[src/rtl/edge_pkg.sv]
// Shared constants and FSM encoding for the Sobel edge binarizer.
package edge_pkg;
    localparam int PIX_W = 8;
    localparam logic [PIX_W-1:0] EDGE_ON  = 8'hFF;
    localparam logic [PIX_W-1:0] EDGE_OFF = 8'h00;

    typedef enum logic {
        ST_IDLE   = 1'b0,
        ST_ACTIVE = 1'b1
    } state_t;
endpackage

[src/rtl/edge_luma.sv]
// Stage 1: weighted R+2G+B luma approximation, with valid and pixel position carried alongside.
module edge_luma
    import edge_pkg::*;
#(
    parameter int CNT_W = 16
) (
    input  logic             clk,
    input  logic             rst,
    input  logic [PIX_W-1:0] red,
    input  logic [PIX_W-1:0] green,
    input  logic [PIX_W-1:0] blue,
    input  logic             valid,
    input  logic [CNT_W-1:0] col,
    input  logic [CNT_W-1:0] row,
    output logic [PIX_W-1:0] luma,
    output logic             luma_valid,
    output logic [CNT_W-1:0] luma_col,
    output logic [CNT_W-1:0] luma_row
);
    // Two extra bits hold the worst case 4*255 without overflow.
    logic [PIX_W+1:0] sum_next;
    logic [PIX_W-1:0] luma_reg;
    logic             valid_reg;
    logic [CNT_W-1:0] col_reg;
    logic [CNT_W-1:0] row_reg;

    assign sum_next = {2'b00, red} + {1'b0, green, 1'b0} + {2'b00, blue};

    always_ff @(posedge clk) begin
        if (!rst) begin
            luma_reg  <= '0;
            valid_reg <= 1'b0;
            col_reg   <= '0;
            row_reg   <= '0;
        end else begin
            valid_reg <= valid;
            if (valid) begin
                luma_reg <= sum_next[PIX_W+1:2];
                col_reg  <= col;
                row_reg  <= row;
            end
        end
    end

    assign luma       = luma_reg;
    assign luma_valid = valid_reg;
    assign luma_col   = col_reg;
    assign luma_row   = row_reg;
endmodule

[src/rtl/edge_binarize.sv]
// Binary edge map from a Sobel RGB stream: luma threshold, border blanking, position tracking,
// end-of-frame pulse and saturating per-frame edge count. Two-cycle latency, no backpressure.
module edge_binarize
    import edge_pkg::*;
#(
    parameter int IMG_W  = 512,
    parameter int IMG_H  = 512,
    parameter int CNT_W  = 16,
    parameter int ECNT_W = 20
) (
    input  logic              clk,
    input  logic              rst,
    input  logic [7:0]        sob_red_i,
    input  logic [7:0]        sob_green_i,
    input  logic [7:0]        sob_blue_i,
    input  logic              sob_done_i,
    input  logic [7:0]        thresh_i,
    output logic [7:0]        bin_red_o,
    output logic [7:0]        bin_green_o,
    output logic [7:0]        bin_blue_o,
    output logic              bin_done_o,
    output logic [CNT_W-1:0]  col_o,
    output logic [CNT_W-1:0]  row_o,
    output logic              frame_done_o,
    output logic [ECNT_W-1:0] edge_cnt_o
);
    localparam logic [CNT_W-1:0]  COL_LAST = CNT_W'(IMG_W - 1);
    localparam logic [CNT_W-1:0]  ROW_LAST = CNT_W'(IMG_H - 1);
    localparam logic [ECNT_W-1:0] ACC_MAX  = '1;

    state_t            state_reg;
    logic [CNT_W-1:0]  col_reg;
    logic [CNT_W-1:0]  row_reg;
    logic [PIX_W-1:0]  thr_reg;
    logic              in_last;

    logic [PIX_W-1:0]  luma_s1;
    logic              valid_s1;
    logic [CNT_W-1:0]  col_s1;
    logic [CNT_W-1:0]  row_s1;

    logic              border_s1;
    logic              last_s1;
    logic              is_edge;
    logic [ECNT_W-1:0] acc_reg;
    logic [ECNT_W-1:0] acc_next;

    logic [PIX_W-1:0]  bin_reg;
    logic              bin_done_reg;
    logic [CNT_W-1:0]  col_out_reg;
    logic [CNT_W-1:0]  row_out_reg;
    logic              frame_done_reg;
    logic [ECNT_W-1:0] edge_cnt_reg;

    assign in_last = (col_reg == COL_LAST) && (row_reg == ROW_LAST);

    // Input-side position counters and frame FSM; threshold is sampled once per frame.
    always_ff @(posedge clk) begin
        if (!rst) begin
            state_reg <= ST_IDLE;
            col_reg   <= '0;
            row_reg   <= '0;
            thr_reg   <= '0;
        end else if (sob_done_i) begin
            if (col_reg == COL_LAST) begin
                col_reg <= '0;
                row_reg <= (row_reg == ROW_LAST) ? '0 : row_reg + 1'b1;
            end else begin
                col_reg <= col_reg + 1'b1;
            end
            case (state_reg)
                ST_IDLE: begin
                    state_reg <= ST_ACTIVE;
                    thr_reg   <= thresh_i;
                end
                ST_ACTIVE: begin
                    if (in_last) begin
                        state_reg <= ST_IDLE;
                    end
                end
                default: state_reg <= ST_IDLE;
            endcase
        end
    end

    edge_luma #(
        .CNT_W(CNT_W)
    ) u_luma (
        .clk       (clk),
        .rst       (rst),
        .red       (sob_red_i),
        .green     (sob_green_i),
        .blue      (sob_blue_i),
        .valid     (sob_done_i),
        .col       (col_reg),
        .row       (row_reg),
        .luma      (luma_s1),
        .luma_valid(valid_s1),
        .luma_col  (col_s1),
        .luma_row  (row_s1)
    );

    // The last row is all border, so a re-latched threshold never affects the previous frame's tail.
    always_comb begin
        border_s1 = (col_s1 == '0) || (col_s1 == COL_LAST) || (row_s1 == '0) || (row_s1 == ROW_LAST);
        last_s1   = (col_s1 == COL_LAST) && (row_s1 == ROW_LAST);
        is_edge   = valid_s1 && (luma_s1 >= thr_reg) && !border_s1;
        acc_next  = acc_reg;
        if (is_edge && (acc_reg != ACC_MAX)) begin
            acc_next = acc_reg + 1'b1;
        end
    end

    always_ff @(posedge clk) begin
        if (!rst) begin
            bin_reg        <= EDGE_OFF;
            bin_done_reg   <= 1'b0;
            col_out_reg    <= '0;
            row_out_reg    <= '0;
            frame_done_reg <= 1'b0;
            edge_cnt_reg   <= '0;
            acc_reg        <= '0;
        end else begin
            bin_done_reg   <= valid_s1;
            frame_done_reg <= valid_s1 && last_s1;
            if (valid_s1) begin
                bin_reg     <= is_edge ? EDGE_ON : EDGE_OFF;
                col_out_reg <= col_s1;
                row_out_reg <= row_s1;
                if (last_s1) begin
                    edge_cnt_reg <= acc_next;
                    acc_reg      <= '0;
                end else begin
                    acc_reg <= acc_next;
                end
            end
        end
    end

    assign bin_red_o    = bin_reg;
    assign bin_green_o  = bin_reg;
    assign bin_blue_o   = bin_reg;
    assign bin_done_o   = bin_done_reg;
    assign col_o        = col_out_reg;
    assign row_o        = row_out_reg;
    assign frame_done_o = frame_done_reg;
    assign edge_cnt_o   = edge_cnt_reg;
endmodule

[config.mk]
export PLATFORM = sky130hd
export DESIGN_NAME = edge_binarize
export DESIGN_NICKNAME = d
export VERILOG_FILES = /design/src/rtl/edge_pkg.sv /design/src/rtl/edge_luma.sv /design/src/rtl/edge_binarize.sv
export SDC_FILE = /design/constraint.sdc
export NUM_CORES = 1
export LEC_CHECK = 0
export BUFFER_PORTS_ARGS = -buffer_cell sky130_fd_sc_hd__buf_4
export CAP_MARGIN = 10
export CORE_UTILIZATION = 55
export CTS_CLUSTER_SIZE = 40
export DETAILED_ROUTE_END_ITERATION = 7
export GPL_TIMING_DRIVEN = 1
export PLACE_DENSITY = 0.75
export SYNTH_ARGS = -nofsm -noshare
export SYNTH_HDL_FRONTEND = slang
export SYNTH_SLANG_ARGS = --single-unit
[constraint.sdc]
create_clock -name clk -period 6 [get_ports clk]
set_input_delay 1.2 -clock clk [delete_from_list [all_inputs] [get_ports clk]]
set_output_delay 1.2 -clock clk [all_outputs]
set_load 0.02 [all_outputs]
==> results of run 1 <==
## synth_stat cells (4+ instances only)
cell and number:
o211ai_1 5, nor3_1 11, mux2i_1 71, and3_1 8
ha_1 18, nand3_1 23, dfxtp_1 157, buf_1 5
a31oi_1 13, o21ai_0 32, xnor2_1 12, nand2_1 44
and4_1 5, nand4_1 18, nor4_1 5, fa_1 8
xor2_1 23, nor2_1 162, inv_1 18, a21oi_1 26
buf_4 25, clkbuf_1 29, a311oi_1 6, a21o_1 5
or3_1 4
## power groups by stage
stage	registers, W	logic [W]	clock network (W)
global placement	0.00109	0.000194	0
finish	0.00107	0.000204	0.00114
detailed placement	0.00109	0.000204	0
global route	0.00107	0.000228	0.00119
CTS	0.00107	0.000204	0.00115
floorplan	0.00109	0.000148	0
## worst register-to-register path, cell delays in order, from the launching register on
cell and delay (ps):
dfxtp_1 340, inv_1 50, ha_1 270, nor2b_1 40, o21ai_0 170, a21oi_1 90
o21ai_1 530, nand3_1 420, or3_1 420, a31oi_1 150
## worst paths after layout
kind	startpoint	end	slack [ps]	depth (start not counted)
worst max-delay path	sob_done_i	state_reg	2620	7
worst min register to register	acc_reg[5]	acc_reg[5]	460	1
worst max register to register	u_luma.luma[0]	acc_reg[10]	3420	9
worst min-delay path	acc_reg[5]	acc_reg[5]	460	1
## routing by layer
metal | track usage [%] | share of wire [%]
met1 | 30.26 | 44
met2 | 41.83 | 49
met3 | 5.492 | 5.0
met4 | 10.60 | 2.0
met5 | 0 | 0
## cells by family after synthesis
group | count (synthesis)
AOI/OAI and AO/OA | 112
buffers and inverters | 83
muxes | 72
DFF | 157
xor gates and xnor gates | 35
adders and majority gates | 26
and+or+nand+nor | 303
## cell type report
class / instances / area, um^2 / area share [%]
Clock buffer: 21 / 470.5 / 5.542
Clock inverter: 10 / 162.7 / 1.916
Inverter: 20 / 75.07 / 0.8844
Multi-Input combinational cell: 548 / 3557 / 41.91
Sequential cell: 157 / 3144 / 37.04
Tap cell: 172 / 215.2 / 2.535
Timing Repair Buffer: 115 / 863.3 / 10.17
## stage by stage
step           utilization, %  power, W  instances
6_report                67.26  0.002411       1043
5_1_grt                 67.26  0.002492       1043
3_5_place_dp            62.24  0.001298       1012
4_1_cts                 67.26  0.002426       1043
3_3_place_gp            62.24  0.001287       1012
2_1_floorplan               -  0.001239        788
==> results.toml, run 1 <==
[cells_and_area]
layout_common_cells = "nor2_1, dfxtp_1, buf_4, mux2i_1, nand2_1"
syn2layout_area_growth_pct = 19.16
final_common_cell = "nor2_1"
fill_cells = 1037
antenna_cells = 0
drive_gt1_share_pct = 18.48
stdcell_area_um2 = 8488
layout.nets = 920

[logic_synthesis]
yosys-top-cells-area = "dfxtp_1, mux2i_1, nor2_1, ha_1, xor2_1"
synth_flop_cell = "dfxtp_1"
ys_warn_count = 0
yosysSeqAreaShare_pct = 44.12
yosysTopAreaCell = "dfxtp_1"
yosys_register_bits = 157
synth_top_family_by_area = "simple AND/OR/NAND/NOR gates"
syn_area_per_cell_um2 = 9.039
synth.distinct_cells = 64
synthArstFlopShare_pct = 0
synthCells = 788
synthAdderAreaFrac_pct = 5.410
synth_edf_count = 0
yosys.area_share.xor_xnor_pct = 4.304
synthMuxAreaShare_pct = 10.14
syn_nets = 849
synth_compound_area_share_pct = 10.06
yosys.area_share.simple_pct = 20.02
syn_area_um2 = 7123
yosysTopAreaCellShare_pct = 44.12

[power_and_ir_drop]
seqPwrFrac_pct = 44.4
p_comb_share_pct = 8.5
clkPwrFrac_pct = 47.1
p_sw_share_pct = 22.21
power.density_nw_per_um2 = 284.1
vdd.ir_drop.worst_mv = 0.1776
power.leakage_nw = 3.567
power.switching_w = 0.0005354
internal_power_w = 0.001876

[routing]
drc = 0
wire_per_inst_um = 15.29
drtPass1Iterations = 5
drt_iter0_drc = 359
num_vias = 5842
drt-total-wl_mm = 15.95
drtAntennaViolNets = 0
route.detailed.vias_per_inst = 5.601

[cts]
cts_sinks = 157
postCtsSetupRepairBufs = 0
cts_hold_buf = 0
clockBufferDepth = 2
insertion_delay_ps = 420
cts_resized = 0
cts-root-buf = "clkbuf_16"
htree_levels = 4
clk_pin_slew_ps = 60
cts_tree = "yes"
cts_buffers = 17

[critical_path]
worst_path_largest_cell_delay_ps = 560
critPathLaunchType = "primary input"
crit_buf_inv = 1
arrival_ps = 3660
worstSetupPathType = "in2reg"
end_kind = "flop"
critPathMaxFanout = 52
crit_required_ps = 6280
path_cells = "buf_4 -> and3_1 -> nand3_1 -> or2_2 -> nand2_1 -> and2_1 -> mux2i_1"
path_delay_family = "simple AND/OR/NAND/NOR gates"
cp_slowest_cell = "buf_4"

[sta]
fin_crit_sh_pct = 56.36
rsz0062_at_grt = "no"
min_period_ps = 3382
slew_headroom_pct = 25.61
max_freq_mhz = 295.7
hold_violations = 0
slew_violations = 0
finalSetupViolCount = 0
finalSetupTns_ps = 0
skew_ps = 7.067
worst_slack_ps = 2618
fin_hold_ws_ps = 457.3
worstMarginPinSlew_ps = 1107

[grt]
grt-ovfl-total = 0
grt_max_degree = 97
grt_use_total_pct = 24.70
antenna_found_initial = 0
grt_pass1_vias = 5404
grt_pass1_wl_mm = 25.93

[job]
maxCapViolations = 0

[min_path]
hold_class = "reg2reg"

[floorplanning]
placementRows = 41
dieArea_um2 = 13410
num_io_pins = 113
core_area_um2 = 12620
die_w_um = 115.8
start_util_pct = 56.44
dieHeight_um = 115.8

[placement]
placed_cell_area_um2 = 7855
io_buffer_count = 112
dp_hpwl_mm = 11.03
gp_congestion = 0.8863
dp_slack_ps = 2192

[run_status]
status = "complete, no violations"
No activity file was read; power rests on OpenSTA's default activity.
==> inputs of run 2 (changes only) <==
clock period = 3.4 ns   (was 6 ns; I/O delays follow)
==> results.toml, run 2 (synthesis results as in run 1) <==
[routing]
drtAntennaViolNets = 0
drt-total-wl_mm = 15.97
wire_per_inst_um = 15.24
drtPass1Iterations = 4
num_vias = 5807
drt_iter0_drc = 277
drc = 0
route.detailed.vias_per_inst = 5.541

[sta]
slew_violations = 0
skew_ps = 13.36
finalSetupViolCount = 0
rsz0062_at_grt = "no"
max_freq_mhz = 376.9
worstMarginPinSlew_ps = 729.8
slew_headroom_pct = 51.35
hold_violations = 0
fin_crit_sh_pct = 78.03
min_period_ps = 2653
finalSetupTns_ps = 0

[power_and_ir_drop]
power.switching_w = 0.0009867
clkPwrFrac_pct = 48.3
internal_power_w = 0.003376
power.density_nw_per_um2 = 510.2
seqPwrFrac_pct = 43.4
p_sw_share_pct = 22.62
power.leakage_nw = 3.597
vdd.ir_drop.worst_mv = 0.2583
power.total_w = 0.004363
p_comb_share_pct = 8.3

[cts]
cts-root-buf = "clkbuf_16"
clockBufferDepth = 2
clk_pin_slew_ps = 60
cts_sinks = 157
htree_levels = 4
cts_buffers = 17
cts_resized = 0
cts_tree = "yes"
postCtsSetupRepairBufs = 0
cts_hold_buf = 0
insertion_delay_ps = 430

[min_path]
hp-start = "state_reg"
hold_class = "reg2reg"

[floorplanning]
dieArea_um2 = 13410
die_w_um = 115.8
dieHeight_um = 115.8
core_area_um2 = 12620
start_util_pct = 56.44
num_io_pins = 113
placementRows = 41

[cells_and_area]
layout_common_cells = "nor2_1, dfxtp_1, buf_4, mux2i_1, nand2_1"
drive_gt1_share_pct = 19.06
fin_util_pct = 67.76
antenna_cells = 0
final_common_cell = "nor2_1"
layout.nets = 924
fill_cells = 1025
syn2layout_area_growth_pct = 20.04

[grt]
grt_use_total_pct = 25.13
grt_pass1_wl_mm = 26.37
antenna_found_initial = 0
grt_max_degree = 68
grt_pass1_vias = 5532
grt-ovfl-total = 0

[placement]
gp_congestion = 0.8205
io_buffer_count = 112
dp_hpwl_mm = 11.17

[run_status]
status = "complete, no violations"

[critical_path]
crit_required_ps = 3680
worstReg2RegStart = "thr_reg[2]"
critPathMaxFanout = 2
end_kind = "flop"
arrival_ps = 2930
worstSetupPathType = "in2reg"
critPathLaunchType = "primary input"
crit_start = "sob_red_i[1]"

[job]
maxCapViolations = 0
-- run 2: cell types whose count changed in the layout (fill, tap and decap cells not counted), sizes merged --
| cell | change |
|---|---|
| clkbuf | -2 |
| bufinv | +1 |
| inv | +1 |
| buf | +4 |
| clkinvlp | +1 |
-- run 2: per-stage QoR --
step           hold slack (ps)  std cells  setup slack (ps)  cell area [um^2]
3_3_place_gp             445.7       1016             393.9              7885
4_1_cts                  465.7       1048             771.7              8551
5_1_grt                  482.0       1048             607.3              8551
3_5_place_dp             448.1       1016             346.4              7885
2_1_floorplan            427.3        788             614.1              7123
6_report                 460.9       1048             746.9              8551
-- run 2: area by class of cell --
class	count	area (um^2)	area share, %
Sequential cell	157	3144	36.77
Inverter	20	75.07	0.8780
Timing Repair Buffer	119	893.4	10.45
Clock buffer	19	452.9	5.297
Tap cell	172	215.2	2.517
Clock inverter	13	212.7	2.488
Multi-Input combinational cell	548	3557	41.60
-- run 2: layer usage --
metal,GRT usage (%),routed length [um],vias to the layer above
met5,0,0,-
met4,10.17,247,0
met3,5.805,696,23
met2,42.82,7835,163
met1,30.66,7190,2770
li1,-,-,2851
-- run 2: worst max-delay path: stages --
cell and delay, ps:
buf_4 110, fa_1 480, and3_1 210, fa_1 410
a21o_1 180, a21oi_1 210, o21bai_1 100, a21oi_1 230
o21bai_1 90, a21oi_1 140, a211oi_1 80
-- run 2: final timing paths --
check	end	slack, ps	cells after the start
setup / recovery	u_luma.luma[7]	750	11
hold / removal	state_reg	460	1
setup reg to reg	acc_reg[12]	820	9
hold reg to reg	state_reg	460	1
-- run 2: power by group through the flow --
stage,combinational [W],clock [W],sequential [W]
after CTS,0.000363,0.00213,0.00189
final,0.000363,0.00211,0.00189
after floorplan,0.000261,0,0.00193
after global routing,0.000407,0.00221,0.00189
after detailed placement,0.000359,0,0.00193
after global placement,0.000343,0,0.00193
==> inputs of run 3 (changes only) <==
CORE_UTILIZATION = 51   (was 55)
PLACE_DENSITY = 0.73   (was 0.75)
clock period = 2.3 ns   (was 3.4 ns; I/O delays follow)
==> results.toml, run 3 (synthesis results as in run 1) <==
[cts]
insertion_delay_ps = 430
cts_buffers = 17
clockBufferDepth = 2
clk_pin_slew_ps = 60
cts_sinks = 157
cts-root-buf = "clkbuf_16"
htree_levels = 4
cts_tree = "yes"

[run_status]
status = "complete, no violations"

[sta]
skew_ps = 9.072
min_period_ps = 2229
slew_headroom_pct = 36.23
finalSetupViolCount = 0
finalSetupTns_ps = 0
fin_hold_ws_ps = 263.2
slew_violations = 0
hold_violations = 0
worst_slack_ps = 71.33
fin_crit_sh_pct = 96.90
worstMarginPinSlew_ps = 956.5
rsz0062_at_grt = "yes"
max_freq_mhz = 448.7

[placement]
dp_hpwl_mm = 11.37
gp_congestion = 0.8933
io_buffer_count = 112
dp.cells = 1051
dp_slack_ps = -334.3

[power_and_ir_drop]
power.density_nw_per_um2 = 698.0
power.leakage_nw = 3.767
vdd.ir_drop.worst_mv = 0.4422

[cells_and_area]
final_common_cell = "nor2_1"
fin_util_pct = 65.33
antenna_cells = 0
drive_gt1_share_pct = 23.38
fill_cells = 1133
layout.nets = 960
syn2layout_area_growth_pct = 23.38
fin_cells = 1087
layout_common_cells = "nor2_1, dfxtp_1, buf_4, mux2i_1, nand2_1"

[floorplanning]
placementRows = 42
die_w_um = 120.2
num_io_pins = 113
dieArea_um2 = 14440
start_util_pct = 52.95
dieHeight_um = 120.2
core_area_um2 = 13450

[grt]
gr-usage-met2_pct = 38.54
grt_use_total_pct = 23.46
grt_pass1_wl_mm = 27.05
grt_pass1_vias = 5763
grt-ovfl-total = 0
grt_max_degree = 93
antenna_found_initial = 0
busiest_layer = "met2"
grt_use_met3_pct = 4.811
grt_use_met1_pct = 29.41

[critical_path]
regToRegSetupSlack_ps = 70
critPathMaxFanout = 13
end_kind = "flop"
crit_required_ps = 2630
arrival_ps = 2560
critPathLaunchType = "flop"
worstSetupPathType = "reg2reg"

[routing]
wire_per_inst_um = 14.79
drt_iter0_drc = 307
route.detailed.vias_per_inst = 5.456
drt-total-wl_mm = 16.07
drtAntennaViolNets = 0
drtPass1Iterations = 5
drc = 0
num_vias = 5931

[job]
maxCapViolations = 0

[min_path]
hold_class = "in2reg"
run 3: final cells by class:
| type | instances | area, um^2 | share of cell area, % |
|---|---|---|---|
| clock buffer | 20 | 456.7 | 5.196 |
| clock inverter | 11 | 117.6 | 1.338 |
| inverter | 20 | 75.07 | 0.8542 |
| multi-input combinational | 548 | 3601 | 40.97 |
| sequential | 157 | 3147 | 35.81 |
| tap | 176 | 220.2 | 2.506 |
| timing repair buffer | 155 | 1171 | 13.33 |
run 3: repair_timing:
| item | in CTS | in global routing |
|---|---|---|
| resized for setup | 0 | 14 |
| buffers inserted | 0 | 5 |
| endpoints found under the setup margin | 0 | 22 |
| hold buffers | 0 | 0 |
run 3: worst max-delay path, stage by stage (launching register included):
cell and delay (ps):
dfxtp_1 300, inv_1 50, ha_1 310, a21o_1 200
a221oi_2 260, o21ai_1 100, buf_4 180, and2_4 220
a31o_1 230, a311oi_1 260
run 3: path summary, 6_finish.rpt:
path                    start  depth (start not counted)    endpoint
setup / recovery   thr_reg[6]                          9  acc_reg[8]
hold / removal    thresh_i[2]                          3  thr_reg[2]
setup reg to reg   thr_reg[6]                          9  acc_reg[8]
hold reg to reg     state_reg                          1   state_reg
run 3: routing by layer:
metal	share of wire, %	wire length (um)
met5	0	0
met4	1.9	312
met3	5.0	804
met2	48	7713
met1	45	7242
run 3: power by group:
group | switching [W] | internal [W] | total, W
logic | 0.000322 | 0.000283 | 0.000605
registers | 0.0000282 | 0.00277 | 0.00279
clock network | 0.00109 | 0.00164 | 0.00273
total | 0.00145 | 0.00469 | 0.00613
run 3: stage by stage:
stage | power (W) | instance area (um^2)
after CTS | 0.006162 | 8707
after detailed placement | 0.003445 | 8133
after floorplan | 0.003240 | 7133
after global routing | 0.006356 | 8788
final | 0.006134 | 8788
after global placement | 0.003420 | 8133
